==> src/rtl/scan_seq3.sv <==
// scan_seq3: step-rate scan sequencer producing a 3-bit select index with endpoint pulses.
module scan_seq3 #(
  parameter int DIV_W = 8
) (
  input  logic             clk,
  input  logic             rst_n,
  input  logic             start,
  input  logic             stop,
  input  logic [1:0]       mode,
  input  logic [DIV_W-1:0] div,
  output logic [2:0]       A,
  output logic             busy,
  output logic             wrap
);
  typedef enum logic {IDLE, RUN} state_t;
  state_t state, state_nxt;
  logic [1:0] mode_q;
  logic [DIV_W-1:0] div_q, cnt;
  logic dir, launch, tick, halt, down;
  logic [2:0] a_step;
  logic dir_step, wrap_step;
  assign launch = state == IDLE && start && !stop;
  assign tick = state == RUN && cnt == div_q;
  // one-shot mode ends on the tick that would move past 7
  assign halt = tick && mode_q == 2'b11 && A == 3'd7;
  always_ff @(posedge clk or negedge rst_n)
    if (!rst_n) state <= IDLE;
    else state <= state_nxt;
  always_comb
    state_nxt = state == IDLE ? (launch ? RUN : IDLE) : ((stop || halt) ? IDLE : RUN);
  always_comb begin
    busy = state == RUN;
    down = mode_q == 2'b01 || (mode_q == 2'b10 && !dir);
    a_step = down ? A - 3'd1 : A + 3'd1;
    dir_step = mode_q == 2'b10 ? (a_step == 3'd7 ? 1'b0 : a_step == 3'd0 ? 1'b1 : dir) : dir;
    wrap_step = mode_q == 2'b00 ? a_step == 3'd0 :
                mode_q == 2'b10 ? (a_step == 3'd0 || a_step == 3'd7) : a_step == 3'd7;
  end
  always_ff @(posedge clk or negedge rst_n)
    if (!rst_n) begin
      A <= 3'd0;
      wrap <= 1'b0;
      cnt <= '0;
      dir <= 1'b1;
      mode_q <= 2'b00;
      div_q <= '0;
    end else begin
      wrap <= 1'b0;
      if (launch) begin
        mode_q <= mode;
        div_q <= div;
        cnt <= '0;
        A <= mode == 2'b01 ? 3'd7 : 3'd0;
        dir <= 1'b1;
      end else if (state == RUN) begin
        cnt <= (stop || tick) ? '0 : cnt + 1'b1;
        if (tick && !stop && !halt) begin
          A <= a_step;
          dir <= dir_step;
          wrap <= wrap_step;
        end
      end
    end
endmodule

==> config.mk <==
export PLATFORM = sky130hd
export DESIGN_NAME = scan_seq3
export DESIGN_NICKNAME = d
export VERILOG_FILES = /design/src/rtl/scan_seq3.sv
export SDC_FILE = /design/constraint.sdc
export NUM_CORES = 1
export LEC_CHECK = 0
export BUFFER_PORTS_ARGS = -buffer_cell sky130_fd_sc_hd__buf_2
export CAP_MARGIN = 10
export CORE_MARGIN = 2
export CORE_UTILIZATION = 30
export CTS_CLUSTER_DIAMETER = 60
export CTS_CLUSTER_SIZE = 12
export DETAILED_ROUTE_END_ITERATION = 10
export PLACE_DENSITY_LB_ADDON = 0.08
export SETUP_SLACK_MARGIN = 0.02
export SYNTH_ARGS = -nofsm -noshare
export SYNTH_HDL_FRONTEND = slang
export SYNTH_SLANG_ARGS = --single-unit
==> constraint.sdc <==
create_clock -name clk -period 4.22 [get_ports clk]
set_clock_uncertainty 0.05 [all_clocks]
set_input_delay 0.844 -clock clk [delete_from_list [all_inputs] [get_ports clk]]
set_output_delay 0.844 -clock clk [all_outputs]
set_load 0.1 [all_outputs]
* Word level (Yosys, flattened, before mapping) *
Cells that the tools add are included.

storage, ports and cells
  bits in registers = 24
  output and inout port bits = 5
  logic and storage cells = 63

operators by class
  add/subtract/negate cells = 3
  equal/unequal tests = 7
  mux-type cells = 22
  bitwise logic cells = 1
  reduce and logical (&&, ||, !) cells = 23

operators by type and width
  cell                                                                count
  8-bit 2-to-1 mux                                                    3
  3-bit 2-to-1 mux                                                    5
  1-bit 2-to-1 mux                                                    14
  8-bit by 1-bit adder with 8-bit output, second input constant       1
  8-bit == test                                                       1
  1-bit logical AND                                                   8
  3-bit == test, second input constant                                2
  2-bit nonzero test                                                  3
  2-bit by 1-bit == test with 1-bit output, second input constant     2
  2-bit == test, second input constant                                2
  1-bit logical OR                                                    4
  4-bit AND reduction                                                 1
  3-bit by 1-bit adder with 3-bit output, second input constant       1
  1-bit logical NOT                                                   3
  3-bit logical NOT                                                   1
  3-bit nonzero test                                                  1
  3-bit by 1-bit subtractor with 3-bit output, second input constant  1
  2-bit logical NOT                                                   1
  2-bit AND reduction                                                 1
  1-bit inverter                                                      1

* Depth between registers and ports, before layout *
  word-level depth = 11
  gate-level depth with buffers = 8
  gate-level depth less buffers = 8

* Worst setup path after synthesis *
OpenSTA, ideal clock, no wires.

  path kind = register -> register
  start point = register A[1]
  end point = register dir
  arrival time = 2.198 ns
  required time = 4.073 ns
  path slack = 1.875 ns
  cell stages (with the launch flop) = 6
  cells stage by stage = dfrtp_1 > ha_1 > ha_1 > or4bb_1 > o41ai_1 > a31oi_1

between the ends
  cells in the longest elaborated chain, start to end = 8
  elaborated cells between the ends (all ways) = 17
  classes of those cells = add/sub: 2; eq/ne: 2; mux: 6; reduce/logical: 7

RTL lines
  what                                                                                                   line  source
  start, declared                                                                                        11    output logic [2:0] A,
  start signal, assigned                                                                                 53    A <= mode == 2'b01 ? 3'd7 : 3'd0;
  start signal, assigned                                                                                 58    A <= a_step;
  3-bit by 1-bit adder with 3-bit output or 3-bit by 1-bit subtractor with 3-bit output (tied branches)  34    a_step = down ? A - 3'd1 : A + 3'd1;
  3-bit 2-to-1 mux                                                                                       34
  3-bit == test                                                                                          35    dir_step = mode_q == 2'b10 ? (a_step == 3'd7 ? 1'b0 : a_step == 3'd0 ? 1'b1 : dir) : dir;
  1-bit 2-to-1 mux (2 in series)                                                                         35
  1-bit 2-to-1 mux                                                                                       57    if (tick && !stop && !halt) begin
  1-bit 2-to-1 mux                                                                                       55    end else if (state == RUN) begin
  1-bit 2-to-1 mux                                                                                       49    if (launch) begin
  end signal, assigned                                                                                   59    dir <= dir_step;
  end, declared                                                                                          19    logic dir, launch, tick, halt, down;

Several ways; a longest one is shown, not always the timed one. The select of a mux whose other input is x is not followed.
A chain may end at the register's enable or synchronous reset.

* Worst setup path in the final report *
  start point = register dir
  end point = register dir

between the ends
  cells in the longest elaborated chain, start to end = 10
  elaborated cells between the ends (all ways) = 13
  classes of those cells = eq/ne: 1; mux: 6; reduce/logical: 6

RTL lines
  what                            line  source
  1-bit logical NOT (*)           33    down = mode_q == 2'b01 || (mode_q == 2'b10 && !dir);
  1-bit logical AND (*)           33
  1-bit logical OR (*)            33
  3-bit 2-to-1 mux (*)            34
  3-bit == test                   35
  1-bit 2-to-1 mux (2 in series)  35
  1-bit 2-to-1 mux                57
  1-bit 2-to-1 mux                55
  1-bit 2-to-1 mux                49

Every way passes the cells marked *; elsewhere a longest branch is shown, timed or not. The select of a mux whose other input is x is not followed.

==> impl_metrics.json <==
{
  "status": "completed",
  "cpMostUsedCell": "ha_1",
  "grt_pass1_wl_um": 5492,
  "hold_violations": 0,
  "antenna_left": 0,
  "setup_violations": 0,
  "synth-xor-area-share": 0.09246,
  "netlist_area_um2": 1394,
  "initial_utilization": 0.3158,
  "ir_drop_v": 0.0001704,
  "worst_setup_path_end_kind": "register",
  "fmax_ghz": 0.4241,
  "avgSynthCellArea_um2": 9.482,
  "gp_congestion": 0.8004,
  "ys_warn_count": 0,
  "cts_tree": "built",
  "powerDensity_nw_per_um2": 428.4,
  "synthTopCellsByArea": "dfrtp_1 (41%), nand2_1 (11%), xnor2_1 (6.9%)",
  "drv_cap": 0,
  "power_frac_seq": 0.438,
  "synthMuxAreaShare": 0.01616,
  "cp.arrival_ps": 2480,
  "overflow": 0,
  "clkTransAtPathRegs_ps": 90,
  "rows": 24,
  "wl_per_cell_um": 14.08,
  "fin_crit_sh": 0.5587,
  "hp-class": "reg2reg",
  "grt_pass1_vias": 1113,
  "cts.sinks": 24,
  "synth_edf_count": 0,
  "first_pass_iters": 4,
  "htreeDepth": 1,
  "fp.dieArea_um2": 5207,
  "p_sw_uw": 251.3,
  "num_io_pins": 19,
  "vias_per_cell": 4.844,
  "n_fill_cell": 474,
  "syn-instance-count": 147,
  "clk_latency_ps": 270,
  "worst_slew_pin_slew_ps": 572.0,
  "relSlewSlack": 0.6187,
  "track_usage": 0.1368,
  "diodes": 0,
  "cp-start-kind": "register",
  "synthSimpleGateAreaFrac": 0.2747,
  "synthAdderAreaFrac": 0.05027,
  "clockRootBuffer": "clkbuf_8",
  "core_area_um2": 4414,
  "synth_top_family_by_area": "simple AND/OR/NAND/NOR gates",
  "synth.distinct_cells": 39,
  "hpwl_um": 2230,
  "syn_nets": 166,
  "first_iter_violations": 54,
  "combPwrFrac": 0.327,
  "io_buffers": 18,
  "clk_path_buf_depth": 2,
  "period_minus_slack_ps": 2358,
  "drc": 0,
  "ys_seq_area_frac": 0.4318,
  "fp.dieW_um": 72.16,
  "synth_flop_cell": "dfrtp_1",
  "area_growth_pct": 14.18,
  "ys_async_sr_fraction": 1.000,
  "die_y_um": 72.16,
  "wl_um": 3069,
  "final_net_count": 186,
  "layout_commonest_cell": "nand2_1",
  "power_frac_clock": 0.235,
  "switching_share": 0.3685,
  "p_int_uw": 430.6,
  "reg2regPathDepth": 7,
  "post_dp_cell_area_um2": 1536,
  "drive_above_1_share": 0.2169,
  "mostFrequentLayoutCells": "nand2_1 (42), dfrtp_1 (23), buf_2 (18), xnor2_1 (11), nor2_1 (10)",
  "cts-hold-fix-buffers": 0,
  "final_area_um2": 1592,
  "netlist.area_leader.share": 0.4129,
  "cts_buffers": 3,
  "cts_resized": 0,
  "reg2reg_slack_ps": 1860,
  "maxSlewViolCount": 0,
  "synth_compound_area_frac": 0.1203,
  "tns_ps": 0,
  "cp_cell_sequence": "nor2_1, mux2_2, ha_1, ha_1, or4bb_1, o41ai_1, a31oi_1",
  "synth_seq_cells": 24,
  "required_ps": 4350,
  "synth_top_cell_by_area": "dfrtp_1",
  "post_cts_buffers": 0,
  "grt_antenna_before_repair": 0,
  "rsz0062_at_grt": "no",
  "critical-path-slowest-cell": "dfstp_2",
  "hold_depth": 2,
  "power_leakage_nw": 0.7129,
  "crit_path_max_incr_delay_ps": 570,
  "crit_fanout": 4,
  "vias": 1056,
  "grt_max_degree": 25,
  "worst-setup-path-type": "reg2reg"
}
-- critical path, delay by kind of cell (launching register included) --
family                     cells  cell delay (ps)
adders and majority gates      2              460
and+or+nand+nor                2              520
AOI/OAI and AO/OA              2              360
muxes                          1              310
DFF                            1              570
-- flip-flops by register name (all words and copies together) (netlist names) --
signal  cells
dir         1
cnt         8
div_q       8
A           3
mode_q      2
wrap        1
busy        1
-- area by class of cell --
class	count	area (um^2)	share of cell area
Multi-Input combinational cell	118	772.0	0.4851
Timing Repair Buffer	18	90.09	0.05660
Clock buffer	4	55.05	0.03459
Sequential cell	24	601.8	0.3781
Tap cell	52	65.06	0.04088
Inverter	2	7.507	0.004717
-- through the flow --
step	utilization	cells	hold WS, ps	setup WS, ps	total power [mW]
after floorplan	-	147	416.5	1875	0.4766
after global placement	0.3481	214	436.8	1912	0.5232
after detailed placement	0.3481	214	441.4	1856	0.5286
after CTS	0.3605	218	464.9	1853	0.6930
after global routing	0.3605	218	497.3	1644	0.7357
final	0.3605	218	456.9	1862	0.6818
-- per-layer routing --
metal | part of all wire | GRT usage | vias up | wire [um]
met5 | 0 | 0 | - | 0
met4 | 0.0062 | 0.03774 | 0 | 19
met3 | 0.039 | 0.02778 | 2 | 120
met2 | 0.43 | 0.1998 | 17 | 1330
met1 | 0.52 | 0.2047 | 499 | 1600
li1 | - | - | 538 | -
-- logic make-up after synthesis --
kind of cell               Yosys count
and+or+nand+nor                     76
AOI/OAI and AO/OA                   22
DFF                                 24
xor gates and xnor gates            13
buffers and inverters                5
muxes                                2
adders and majority gates            5
-- cells in the mapped netlist (2+ instances only) --
| library cell | count |
|---|---|
| o211ai_1 | 2 |
| a21o_1 | 3 |
| inv_1 | 2 |
| a31oi_1 | 2 |
| mux2_2 | 2 |
| nor3b_1 | 2 |
| o21ai_0 | 5 |
| or3_1 | 3 |
| nand2_1 | 42 |
| xnor2_1 | 11 |
| xnor2_2 | 2 |
| a21oi_1 | 2 |
| dfrtp_1 | 23 |
| a211oi_1 | 2 |
| ha_1 | 4 |
| clkbuf_1 | 2 |
| nor2b_1 | 2 |
| nor2_1 | 10 |
| nand3_1 | 5 |
| nand4_1 | 2 |
-- power by group through the flow --
stage | combinational, mW | clock, mW | sequential [mW]
final | 0.223 | 0.160 | 0.299
after global routing | 0.250 | 0.180 | 0.306
after CTS | 0.226 | 0.167 | 0.300
after detailed placement | 0.225 | 0 | 0.304
after global placement | 0.221 | 0 | 0.302
after floorplan | 0.137 | 0 | 0.340
-- path summary, 6_finish.rpt --
path / end / startpoint
hold reg to reg: div_q[6] / div_q[6]
min in group asynchronous: A[0] / rst_n
setup / recovery: dir / dir
hold / removal: div_q[6] / div_q[6]
max in group asynchronous: cnt[6] / rst_n
setup reg to reg: dir / dir
No activity file was read; power rests on OpenSTA's default activity.
